[src/rtl/udp_payload_extractor.sv]
// udp_payload_extractor
//   Parses Ethernet II / IPv4 / UDP headers from the MAC receive byte stream
//   and forwards only the UDP payload, with start/last markers, to the
//   order-book message decoder. Non-UDP, fragmented or malformed frames are
//   swallowed and counted as dropped.
//
//   Optional feature macro: UDP_PORT_FILTER_EN
//     defined   -> only datagrams whose destination port equals DST_PORT pass
//     undefined -> every UDP datagram passes, DST_PORT is unused
//
// Ports
//   clk             sole clock
//   reset           synchronous, active-high
//   data_in         upstream data, only [7:0] carries the byte
//   data_valid_in   byte valid (no backpressure, one byte per cycle max)
//   end_of_frame_in last byte of frame (FCS included), qualified by valid
//   payload_data    payload byte, 1 cycle after the input byte
//   payload_valid   payload byte valid
//   payload_start   first payload byte of a datagram
//   payload_last    final payload byte (normal or truncated)
//   udp_dst_port    destination port, stable start..last
//   payload_len     UDP length minus 8, stable start..last
//   trunc_err       pulse when a frame ends before the UDP length is met
//   frames_ok       saturating count of fully delivered datagrams
//   frames_dropped  saturating count of rejected or truncated frames
module udp_payload_extractor #(
    parameter logic [15:0] DST_PORT = 16'd12345,
    parameter int          CNT_W    = 16
) (
    input  logic             clk,
    input  logic             reset,
    input  logic [31:0]      data_in,
    input  logic             data_valid_in,
    input  logic             end_of_frame_in,
    output logic [7:0]       payload_data,
    output logic             payload_valid,
    output logic             payload_start,
    output logic             payload_last,
    output logic [15:0]      udp_dst_port,
    output logic [15:0]      payload_len,
    output logic             trunc_err,
    output logic [CNT_W-1:0] frames_ok,
    output logic [CNT_W-1:0] frames_dropped
);

    typedef enum logic [2:0] {S_ETH, S_IP, S_UDP, S_PAY, S_DISCARD} state_t;

    state_t      state_reg;
    logic [10:0] byte_cnt_reg;
    logic [7:0]  eth_hi_reg;      // first EtherType byte
    logic [3:0]  ihl_reg;
    logic        reject_reg;      // IP header failed a check, decided at its end
    logic        drop_on_eof_reg; // S_DISCARD counts the frame as dropped at EOF
    logic [15:0] dst_port_reg;
    logic [15:0] udp_len_reg;
    logic [15:0] remaining_reg;
    logic        first_reg;

    logic [7:0]  byte_in;
    logic [10:0] hdr_end;         // byte index of the first UDP header byte
    logic [10:0] udp_off;
    logic        port_ok;
    logic        udp_done_ok;     // zero-payload datagram completes on this byte
    logic        unused_bits;

    assign byte_in     = data_in[7:0];
    assign hdr_end     = 11'd14 + {5'd0, ihl_reg, 2'b00};
    assign udp_off     = byte_cnt_reg - hdr_end;
    assign unused_bits = ^{data_in[31:8], DST_PORT};

`ifdef UDP_PORT_FILTER_EN
    assign port_ok = (dst_port_reg == DST_PORT);
`else
    assign port_ok = 1'b1;
`endif

    assign udp_done_ok = (udp_off == 11'd7) && port_ok && (udp_len_reg == 16'd8);

    function automatic logic [CNT_W-1:0] sat_inc(input logic [CNT_W-1:0] v);
        return (v == '1) ? v : v + {{(CNT_W-1){1'b0}}, 1'b1};
    endfunction

    always_ff @(posedge clk) begin
        if (reset) begin
            state_reg       <= S_ETH;
            byte_cnt_reg    <= '0;
            eth_hi_reg      <= '0;
            ihl_reg         <= '0;
            reject_reg      <= 1'b0;
            drop_on_eof_reg <= 1'b0;
            dst_port_reg    <= '0;
            udp_len_reg     <= '0;
            remaining_reg   <= '0;
            first_reg       <= 1'b0;
            payload_data    <= '0;
            payload_valid   <= 1'b0;
            payload_start   <= 1'b0;
            payload_last    <= 1'b0;
            udp_dst_port    <= '0;
            payload_len     <= '0;
            trunc_err       <= 1'b0;
            frames_ok       <= '0;
            frames_dropped  <= '0;
        end else begin
            payload_valid <= 1'b0;
            payload_start <= 1'b0;
            payload_last  <= 1'b0;
            trunc_err     <= 1'b0;

            if (data_valid_in) begin
                if (byte_cnt_reg != '1)
                    byte_cnt_reg <= byte_cnt_reg + 11'd1;

                case (state_reg)
                    S_ETH: begin
                        if (byte_cnt_reg == 11'd12)
                            eth_hi_reg <= byte_in;
                        if (byte_cnt_reg == 11'd13) begin
                            if ({eth_hi_reg, byte_in} == 16'h0800) begin
                                state_reg <= S_IP;
                            end else begin
                                state_reg       <= S_DISCARD;
                                drop_on_eof_reg <= 1'b1;
                            end
                        end
                        if (end_of_frame_in)
                            frames_dropped <= sat_inc(frames_dropped);
                    end

                    S_IP: begin
                        if (byte_cnt_reg == 11'd14) begin
                            reject_reg <= 1'b0;
                            ihl_reg    <= byte_in[3:0];
                            // Without a usable IHL the header end is unknown,
                            // so the frame is abandoned right away.
                            if (byte_in[7:4] != 4'd4 || byte_in[3:0] < 4'd5) begin
                                state_reg       <= S_DISCARD;
                                drop_on_eof_reg <= 1'b1;
                            end
                        end else begin
                            // Byte 20: [5]=MF, [4:0]=offset high bits
                            if (byte_cnt_reg == 11'd20 && (byte_in[5] || byte_in[4:0] != 5'd0))
                                reject_reg <= 1'b1;
                            if (byte_cnt_reg == 11'd21 && byte_in != 8'd0)
                                reject_reg <= 1'b1;
                            if (byte_cnt_reg == 11'd23 && byte_in != 8'd17)
                                reject_reg <= 1'b1;
                            if (byte_cnt_reg == hdr_end - 11'd1) begin
                                if (reject_reg) begin
                                    state_reg       <= S_DISCARD;
                                    drop_on_eof_reg <= 1'b1;
                                end else begin
                                    state_reg <= S_UDP;
                                end
                            end
                        end
                        if (end_of_frame_in)
                            frames_dropped <= sat_inc(frames_dropped);
                    end

                    S_UDP: begin
                        case (udp_off)
                            11'd2: dst_port_reg[15:8] <= byte_in;
                            11'd3: dst_port_reg[7:0]  <= byte_in;
                            11'd4: udp_len_reg[15:8]  <= byte_in;
                            11'd5: udp_len_reg[7:0]   <= byte_in;
                            default: ;
                        endcase
                        if (udp_off == 11'd7) begin
                            if (!port_ok || udp_len_reg < 16'd8) begin
                                state_reg       <= S_DISCARD;
                                drop_on_eof_reg <= 1'b1;
                            end else if (udp_len_reg == 16'd8) begin
                                frames_ok       <= sat_inc(frames_ok);
                                state_reg       <= S_DISCARD;
                                drop_on_eof_reg <= 1'b0;
                            end else begin
                                remaining_reg <= udp_len_reg - 16'd8;
                                payload_len   <= udp_len_reg - 16'd8;
                                udp_dst_port  <= dst_port_reg;
                                first_reg     <= 1'b1;
                                state_reg     <= S_PAY;
                            end
                        end
                        if (end_of_frame_in && !udp_done_ok)
                            frames_dropped <= sat_inc(frames_dropped);
                    end

                    S_PAY: begin
                        payload_data  <= byte_in;
                        payload_valid <= 1'b1;
                        payload_start <= first_reg;
                        payload_last  <= (remaining_reg == 16'd1) || end_of_frame_in;
                        first_reg     <= 1'b0;
                        remaining_reg <= remaining_reg - 16'd1;
                        if (remaining_reg == 16'd1) begin
                            frames_ok       <= sat_inc(frames_ok);
                            state_reg       <= S_DISCARD;
                            drop_on_eof_reg <= 1'b0;
                        end else if (end_of_frame_in) begin
                            trunc_err      <= 1'b1;
                            frames_dropped <= sat_inc(frames_dropped);
                        end
                    end

                    S_DISCARD: begin
                        if (end_of_frame_in && drop_on_eof_reg)
                            frames_dropped <= sat_inc(frames_dropped);
                    end

                    default: state_reg <= S_ETH;
                endcase

                // Frame boundary overrides whatever the state decided above.
                if (end_of_frame_in) begin
                    state_reg       <= S_ETH;
                    byte_cnt_reg    <= '0;
                    drop_on_eof_reg <= 1'b0;
                end
            end
        end
    end

endmodule

[config.mk]
export PLATFORM = sky130hd
export DESIGN_NAME = udp_payload_extractor
export DESIGN_NICKNAME = d
export VERILOG_FILES = /design/src/rtl/udp_payload_extractor.sv
export SDC_FILE = /design/constraint.sdc
export NUM_CORES = 1
export LEC_CHECK = 0
export ABC_AREA = 1
export CAP_MARGIN = 20
export CORE_UTILIZATION = 25
export CTS_CLUSTER_DIAMETER = 200
export DETAILED_ROUTE_END_ITERATION = 7
export GPL_TIMING_DRIVEN = 0
export PLACE_DENSITY = 0.43
export SLEW_MARGIN = 20
export SYNTH_ARGS = -nofsm -noshare
export SYNTH_HDL_FRONTEND = slang
export SYNTH_SLANG_ARGS = --single-unit
[constraint.sdc]
create_clock -name clk -period 2.61 [get_ports clk]
set_input_delay 0.522 -clock clk [delete_from_list [all_inputs] [get_ports clk]]
set_output_delay 0.522 -clock clk [all_outputs]
set_load 0.1 [all_outputs]
---- After elaboration in Yosys (flattened, before gate mapping) ----
Cells that the tools add are included.
cells by class
  add/sub/neg operators ................... 8
  $lt $le $gt $ge ......................... 2
  equality and inequality tests ........... 41
  mux-type cells .......................... 52
  bitwise gates (word level) .............. 4
  reduce and logical (&&, ||, !) cells .... 37
operators with widths
  cell                                                    number
  2-to-1 mux 16 bit                                       13
  one-hot mux 16 bit (2 select lines)                     2
  one-hot mux 16 bit (4 select lines)                     1
  equality test 11 x 3 -> 1 bit (second input constant)   3
  equality test 11 x 4 -> 1 bit (second input constant)   3
  equality test 11 x 5 -> 1 bit (second input constant)   3
  2-to-1 mux 3 bit                                        11
  adder 16 x 1 -> 16 bit (second input constant)          2
  equality test 16 bit (second input constant)            2
  equality test 11 x 2 -> 1 bit (second input constant)   2
  2-to-1 mux 11 bit                                       2
  AND reduction 3 bit                                     7
  2-to-1 mux 1 bit                                        20
  != test 2 bit (second input constant)                   9
  equality test 16 x 1 -> 1 bit (second input constant)   1
  equality test 16 x 12 -> 1 bit (second input constant)  1
  equality test 16 x 4 -> 1 bit (second input constant)   1
  < comparator 16 x 4 -> 1 bit (second input constant)    1
  != test 4 bit (second input constant)                   4
  subtractor 16 x 1 -> 16 bit (second input constant)     1
  subtractor 16 x 4 -> 16 bit (second input constant)     1
  one-hot mux 3 bit (5 select lines)                      1
  AND reduction 5 bit                                     3
  != test 3 bit (second input constant)                   4
  30 further kinds                                        46
storage, ports and cells
  register bits ........................... 153
  input port bits ......................... 36
  output and inout bits ................... 76
  word-level logic and storage cells ...... 165

---- Longest topological paths before layout ----
Gate-level depths: netlist of run 1.
  depth in word-level cells ............... 8
  depth in mapped cells ................... 20
  gate-level depth less buffers ........... 19

---- Least setup slack after synthesis of run 1 ----
OpenSTA, ideal clock, no wires.
  kind .................................... register to register
  start ................................... register frames_ok[0]
  end ..................................... register frames_ok[10]
  setup time .............................. 128 ps
  arrival ................................. 2675 ps
  required time ........................... 2482 ps
  path slack .............................. -192 ps
  stages on the path, launching flop included .. 12
  path buffers ............................ 1
  clock period less this slack ............ 2802 ps
  cells stage by stage .................... dfxtp_1 ha_1 nand2_1 nor3_1 nand2_1 o31ai_2 nor3_2 buf_4 nand3_1 nand2_1 nand2_1 nor2_1
on the way
  word-level cells in the longest chain between the ends .. 6
  elaborated cells between the ends (all ways) .. 8
  classes of those cells .................. 1 x add/sub; 1 x eq/ne; 6 x mux
ends and longest elaborated chain
  item                                                            RTL line  RTL
  from (decl)                                                     42        output logic [CNT_W-1:0] frames_ok,
  from (signal assigned)                                          174       frames_ok <= sat_inc(frames_ok);
  from (signal assigned)                                          197       frames_ok <= sat_inc(frames_ok);
  adder 16 x 1 -> 16 bit or equality test 16 bit (tied branches)  80        return (v == '1) ? v : v + {{(CNT_W-1){1'b0}}, 1'b1};
  2-to-1 mux 16 bit *                                             80
  2-to-1 mux 16 bit                                               173       end else if (udp_len_reg == 16'd8) begin
  2-to-1 mux 16 bit                                               170       if (!port_ok || udp_len_reg < 16'd8) begin
  2-to-1 mux 16 bit                                               169       if (udp_off == 11'd7) begin
  one-hot mux 16 bit (2 select lines) *                           114       case (state_reg)
Every way passes the cells marked *; elsewhere a longest branch is shown, timed or not. The select of a mux whose other input is x is not followed.
A chain may end at the register's enable or synchronous reset.

---- Worst setup path after layout of run 1 ----
  start ................................... register ihl_reg[0]
  end ..................................... register frames_dropped[8]
on the way
  word-level cells in the longest chain between the ends .. 8
ends and longest elaborated chain
  item                           RTL line  RTL
  from (decl)                    51        logic [3:0] ihl_reg;
  from (signal assigned)         133       ihl_reg <= byte_in[3:0];
  adder 4 x 6 -> 7 bit           67        assign hdr_end = 11'd14 + {5'd0, ihl_reg, 2'b00};
  subtractor 11 x 7 -> 11 bit    68        assign udp_off = byte_cnt_reg - hdr_end;
  equality test 11 x 3 -> 1 bit  77        assign udp_done_ok = (udp_off == 11'd7) && port_ok && (udp_len_reg == 16'd8);
  logical AND 1 bit              77
  logical NOT 1 bit              185       if (end_of_frame_in && !udp_done_ok)
  logical AND 1 bit              185
  != test 2 bit (no line)        n/a
  AND reduction 5 bit (no line)  n/a
  to (signal assigned)           186       frames_dropped <= sat_inc(frames_dropped);
  to (signal assigned)           202       frames_dropped <= sat_inc(frames_dropped);
  to (signal assigned)           208       frames_dropped <= sat_inc(frames_dropped);
  to (decl)                      43        output logic [CNT_W-1:0] frames_dropped
No other way between the ends.

==> results.sh, run 1 <==
export IMPL_cap_viol_max_count=0
export IMPL_final_setup_skew_ns=0.0128
export IMPL_routed_wl_um=26200
export IMPL_crit_arrival_ns=3.09
export IMPL_ys_warn_count=0
export IMPL_vias_per_cell=4.61
export IMPL_die_x_um=180
export IMPL_area_growth_pct=38.4
export IMPL_finish_instance_area_um2=11000
export IMPL_synth_seq_area_share_pct=38.6
export IMPL_syn_area_um2=7940
export IMPL_start_util_pct=25.7
export IMPL_setup_viol=104
export IMPL_syn_avg_cell_area_um2=6.93
export IMPL_grt_max_degree=17
export IMPL_required_ns=2.93
export IMPL_async_flop_share_pct=0
export IMPL_std_cell_rows=64
export IMPL_hold_viol_final=0
export IMPL_synth_top_family_by_area="simple AND/OR/NAND/NOR gates"
export IMPL_cp_start_kind="flop"
export IMPL_synth_compound_area_share_pct=16.9
export IMPL_drc=0
export IMPL_dp_hpwl_um=19200
export IMPL_syn_nets=1197
export IMPL_final_common_cell="nand2_1"
export IMPL_antenna_found_initial=0
export IMPL_max_freq_mhz=361
export IMPL_drive_above_1_share_pct=18.7
export IMPL_synth_ff_type="dfxtp_1"
export IMPL_synthXorXnorAreaFrac_pct=1.77
export IMPL_yosys_area_share_simple_pct=29.9
export IMPL_die_area_um2=32500
export IMPL_crit_fanout=7
export IMPL_drt_iter0_markers=504
export IMPL_total_leakage_power_nw=4.37
export IMPL_path_class="flop to flop"
export IMPL_tritoncts_num_buffers=17
export IMPL_period_share_pct=106
export IMPL_cts_max_level=4
export IMPL_synthAdderAreaFrac_pct=2.62
export IMPL_path_clk_slew_ns=0.07
export IMPL_relSlewSlack_pct=33.4
export IMPL_routabilityCongestion=0.816
export IMPL_yosys_register_bits=153
export IMPL_antennaDiodeCount=0
export IMPL_grt_ovfl_total=0
export IMPL_ctsRootBufferMaster="clkbuf_16"
export IMPL_core_um2=30900
export IMPL_ir_worst_vdd_uv=436
export IMPL_cts_tree="done"
export IMPL_mostFrequentLayoutCells="nand2_1, nor2_1, dfxtp_1"
export IMPL_worstMarginPinSlew_ns=0.996
export IMPL_die_y_um=180
export IMPL_setup_slack_ns=-0.157
export IMPL_wire_per_inst_um=15.5
export IMPL_grt_use_total_pct=16.3
export IMPL_violations="negative setup slack"
export IMPL_grt_pass1_wl_um=41500
export IMPL_synth_distinct_cells=45
export IMPL_dp_slack_ns=-0.519
export IMPL_status="finished, violations left"
export IMPL_cellPowerDensity_nw_per_um2=524
export IMPL_clkLatencyLatePin_ns=0.42
export IMPL_slew_viol_final=0
export IMPL_nNetsFinal=1334
export IMPL_first_pass_iters=5
export IMPL_vias=7798
export IMPL_clock_sinks=153
export IMPL_synth_edf_count=0
export IMPL_syn_inst=1145
export IMPL_drtAntennaViolNets=0
export IMPL_ios=112
export IMPL_rsz0062_at_grt="yes"
export IMPL_placed_cell_area_um2=9300
export IMPL_synth_area_mux_share_pct=0.126
export IMPL_n_fill_cell=3306
export IMPL_finalCriticalPeriod_ns=2.77
export IMPL_cp_end_kind="flop"
export IMPL_clk_path_buf_depth=2
export IMPL_grt_pass1_vias=7397
export IMPL_hp_class="flop to flop"
export IMPL_numPortBuffers=86
layout make-up:
| cell class | instances | area, µm² | share of cell area [%] |
|---|---|---|---|
| buffer | 42 | 360 | 3.28 |
| clock buffer | 20 | 467 | 4.25 |
| clock inverter | 11 | 161 | 1.47 |
| inverter | 148 | 566 | 5.15 |
| multi-input combinational | 802 | 4570 | 41.6 |
| sequential | 153 | 3070 | 28.0 |
| tap | 396 | 495 | 4.51 |
| timing repair buffer | 118 | 1290 | 11.7 |
Yosys cell counts (2+ instances only):
| cell type | instances | area (µm²) |
|---|---|---|
| o21ai_1 | 14 | 70.1 |
| buf_4 | 5 | 37.5 |
| dfxtp_1 | 153 | 3060 |
| inv_2 | 8 | 30.0 |
| a31oi_1 | 3 | 18.8 |
| o21ai_0 | 102 | 510 |
| inv_1 | 139 | 522 |
| or2_2 | 4 | 25.0 |
| xor2_1 | 15 | 131 |
| buf_2 | 9 | 45.0 |
| a21oi_2 | 14 | 123 |
| clkbuf_1 | 19 | 71.3 |
| nand2_2 | 4 | 25.0 |
| a21oi_1 | 97 | 485 |
| nor3_2 | 3 | 30.0 |
| nor2_8 | 2 | 40.0 |
| nand3_1 | 76 | 380 |
| ha_1 | 15 | 188 |
| nand3b_1 | 3 | 22.5 |
| nor3_1 | 26 | 130 |
| nor4_1 | 7 | 43.8 |
| buf_6 | 7 | 78.8 |
| nand3_2 | 7 | 70.1 |
| nor2_2 | 5 | 31.3 |
| nand4_2 | 2 | 25.0 |
| nor2_1 | 164 | 616 |
| a211oi_1 | 13 | 97.6 |
| nand4_1 | 32 | 200 |
| nand2_1 | 180 | 676 |
| nor2_4 | 2 | 22.5 |
logic make-up (layout without fill, tap and decap cells):
group | after synthesis | count (layout)
and+or+nand+nor | 522 | 522
adders and majority gates | 16 | 16
xor gates and xnor gates | 16 | 16
muxes | 1 | 1
AOI/OAI and AO/OA | 247 | 247
DFF | 153 | 153
buffers and inverters | 190 | 339
report_power, final:
part / switching (mW) / internal, mW / leakage (nW)
Combinational: 0.466 / 0.225 / 2.83
Sequential: 0.0339 / 2.36 / 1.24
Clock: 1.07 / 1.60 / 0.306
Total: 1.57 / 4.19 / 4.37
final timing paths:
check,endpoint,startpoint,slack [ns],cells past startpoint
min reg2reg,eth_hi_reg[3],eth_hi_reg[3],0.45,2
min,eth_hi_reg[3],eth_hi_reg[3],0.45,2
max,frames_dropped[8],ihl_reg[0],-0.16,16
max reg2reg,frames_dropped[8],ihl_reg[0],-0.16,16
critical path: stages (launching register included):
cell	delay [ns]
dfxtp_4	0.37
inv_4	0.04
ha_4	0.15
nand3b_1	0.22
ha_4	0.27
a21oi_1	0.28
nand3_2	0.15
nand2_1	0.10
nand2_2	0.08
nor2_8	0.19
nand4_4	0.14
nand2_2	0.12
nand2_4	0.06
buf_8	0.15
clkbuf_16	0.16
a21oi_2	0.13
nor2_1	0.04
layer usage:
| layer | vias to the layer above | part of all wire, % | GRT usage, % |
|---|---|---|---|
| met3 | 7 | 2.8 | 2.59 |
| met5 | - | 0 | 0 |
| met2 | 114 | 48 | 26.9 |
| li1 | 4048 | - | - |
| met4 | 0 | 0.52 | 3.08 |
| met1 | 3629 | 49 | 22.3 |
timing repair:
item,in CTS,in global routing
endpoints found under the setup margin,120,118
hold buffers,0,0
gates cloned,5,3
setup buffers,18,6
gates resized for setup,109,106
pin swaps,26,45
stage by stage:
step | hold WS (ns) | power [mW] | setup TNS, ns | utilization (%) | cells
floorplan | 0.415 | 2.85 | 0 | - | 1145
global placement | 0.441 | 3.03 | -44.07 | 30.1 | 1627
detailed placement | 0.445 | 3.03 | -42.86 | 30.1 | 1627
CTS | 0.454 | 5.74 | -10.22 | 34.0 | 1681
global route | 0.473 | 6.00 | -29.34 | 35.5 | 1690
finish | 0.451 | 5.75 | -8.27 | 35.5 | 1690
Note: power is estimated with default switching activity, not from simulation.
==> inputs of run 2 (changes only) <==
--- a/config.mk
+++ b/config.mk
@@ -11,7 +11,6 @@
 export CTS_CLUSTER_DIAMETER = 200
 export DETAILED_ROUTE_END_ITERATION = 7
 export GPL_TIMING_DRIVEN = 0
-export PLACE_DENSITY = 0.43
 export SLEW_MARGIN = 20
 export SYNTH_ARGS = -nofsm -noshare
 export SYNTH_HDL_FRONTEND = slang
==> run 2 against run 1 <==
Effect of this change:
- the flow still finishes with violations (negative setup slack)
- design area is 0.64% higher
- non-clock buffer count increased by 6
- sequential share of layout area fell by 0.18 points
- routed wire length fell by 4.2%
- sequential power hardly changed
- flip-flop and latch count stayed put
- power shrank 4.9%
- combinational power shrank 2%
- hold slack lost 0.0048 ns
- critical path depth is 3 higher
- register-to-register slack got worse by 0.05 ns
==> results.sh, run 2 (synthesis results as in run 1) <==
export IMPL_antenna_found_initial=1
export IMPL_total_leakage_power_nw=4.40
export IMPL_cap_viol_max_count=0
export IMPL_path_class="flop to flop"
export IMPL_crit_fanout=6
export IMPL_drive_above_1_share_pct=20.4
export IMPL_routed_wl_um=25100
export IMPL_cp_start_kind="flop"
export IMPL_n_fill_cell=3219
export IMPL_fin_util_pct=35.8
export IMPL_drtAntennaViolNets=0
export IMPL_holdBufCountCts=0
export IMPL_clkLatencyLatePin_ns=0.43
export IMPL_setup_slack_ns=-0.208
export IMPL_finalCriticalPeriod_ns=2.82
export IMPL_first_pass_iters=6
export IMPL_start_util_pct=25.7
export IMPL_cellPowerDensity_nw_per_um2=495
export IMPL_rsz0062_at_grt="yes"
export IMPL_grt_pass1_vias=7550
export IMPL_core_um2=30900
export IMPL_mostFrequentLayoutCells="nor2_1, nand2_1, dfxtp_1"
export IMPL_vias=8152
export IMPL_finish_instance_area_um2=11100
export IMPL_hold_viol_final=0
export IMPL_grt_use_total_pct=14.9
export IMPL_die_area_um2=32500
export IMPL_antennaDiodeCount=0
export IMPL_relSlewSlack_pct=33.0
export IMPL_dp_hpwl_um=17700
export IMPL_slew_viol_final=0
export IMPL_path_clk_slew_ns=0.07
export IMPL_drc=0
export IMPL_grt_pass1_wl_um=38700
export IMPL_hp_class="flop to flop"
export IMPL_grt_max_degree=17
export IMPL_drt_iter0_markers=416
export IMPL_vias_per_cell=4.80
export IMPL_required_ns=2.98
export IMPL_placed_cell_area_um2=9300
export IMPL_worstMarginPinSlew_ns=1.00
export IMPL_crit_arrival_ns=3.18
export IMPL_final_common_cell="nor2_1"
export IMPL_nNetsFinal=1340
export IMPL_tritoncts_num_buffers=17
export IMPL_grt_ovfl_total=0
export IMPL_cts_tree="done"
export IMPL_numPortBuffers=86
export IMPL_final_setup_skew_ns=0.00887
export IMPL_die_x_um=180
export IMPL_violations="negative setup slack"
export IMPL_clock_sinks=153
export IMPL_cp_end_kind="flop"
export IMPL_routabilityCongestion=0.863
export IMPL_area_growth_pct=39.2
export IMPL_std_cell_rows=64
export IMPL_die_y_um=180
export IMPL_ir_worst_vdd_uv=446
export IMPL_period_share_pct=108
export IMPL_ctsRootBufferMaster="clkbuf_16"
export IMPL_ios=112
export IMPL_wire_per_inst_um=14.8
export IMPL_cts_max_level=4
export IMPL_status="finished, violations left"
export IMPL_clk_path_buf_depth=2
export IMPL_max_freq_mhz=355
export IMPL_setup_viol=103
export IMPL_total_power_mw=5.47
-- run 2: cell types whose count changed in the layout (fill, tap and decap cells not counted), sizes merged, moves of 2 or more --
cell | previous run | this run
buf | 51 | 57
bufinv | 3 | 0
clkdlybuf4s50 | 82 | 80
clkinvlp | 1 | 3
dlymetal6s2s | 1 | 4
clkinv | 4 | 6
-- run 2: worst max-delay path, cell delays in order (launching register included) --
cell and delay, ns:
dfxtp_4 0.37, inv_4 0.04, ha_4 0.15, nand3b_1 0.22
ha_4 0.35, nand2_2 0.09, nor2_4 0.13, nand2_2 0.08
nand2_1 0.06, nand2_1 0.05, nand2_1 0.06, nand2_2 0.08
nor2_8 0.14, buf_12 0.14, nand4_4 0.17, clkinv_4 0.14
buf_12 0.14, buf_8 0.13, o21ai_2 0.05, nor2_1 0.15
-- run 2: where the power goes --
| group | switching (mW) | internal (mW) | leakage (nW) |
|---|---|---|---|
| Sequential | 0.0344 | 2.36 | 1.24 |
| Combinational | 0.454 | 0.221 | 2.88 |
| Clock | 1.08 | 1.32 | 0.275 |
-- run 2: timing repair --
item / in CTS / in global routing
pin swaps: 17 / 47
resized for setup: 66 / 170
setup buffers: 16 / 9
gates cloned: 6 / 7
endpoints found under the setup margin: 119 / 120
-- run 2: path summary, 6_finish.rpt --
path         depth (start not counted)               to  slack, ns             from
min reg2reg                          2  payload_len[14]       0.45  payload_len[14]
max reg2reg                         19   payload_len[6]      -0.21       ihl_reg[0]
min                                  2  payload_len[14]       0.45  payload_len[14]
max                                 19   payload_len[6]      -0.21       ihl_reg[0]
-- run 2: stage by stage --
stage	hold slack [ns]	worst slack [ns]	instances	TNS [ns]
6_report	0.446	-0.208	1697	-11.89
5_1_grt	0.465	-0.357	1697	-27.01
4_1_cts	0.450	-0.166	1681	-9.95
3_5_place_dp	0.440	-0.441	1627	-37.29
3_3_place_gp	0.438	-0.416	1627	-33.12
2_1_floorplan	0.415	0.00170	1145	0
-- run 2: metal layers --
| layer | routed length, µm | global-route usage (%) | vias to the layer above | share of wire (%) |
|---|---|---|---|---|
| met4 | 748 | 6.12 | 2 | 3.0 |
| met1 | 10900 | 17.9 | 3815 | 43 |
| met5 | 11 | 0 | - | 0.044 |
| met2 | 12400 | 25.8 | 207 | 49 |
| li1 | - | - | 4075 | - |
| met3 | 1080 | 2.93 | 53 | 4.3 |
-- run 2: layout make-up --
class	instances	area, µm²	area share (%)
Multi-Input combinational cell	802	4620	41.8
Sequential cell	153	3070	27.8
Timing Repair Buffer	124	1370	12.4
Inverter	148	566	5.12
Tap cell	396	495	4.48
Clock buffer	20	467	4.22
Buffer	42	357	3.23
Clock inverter	12	108	0.973
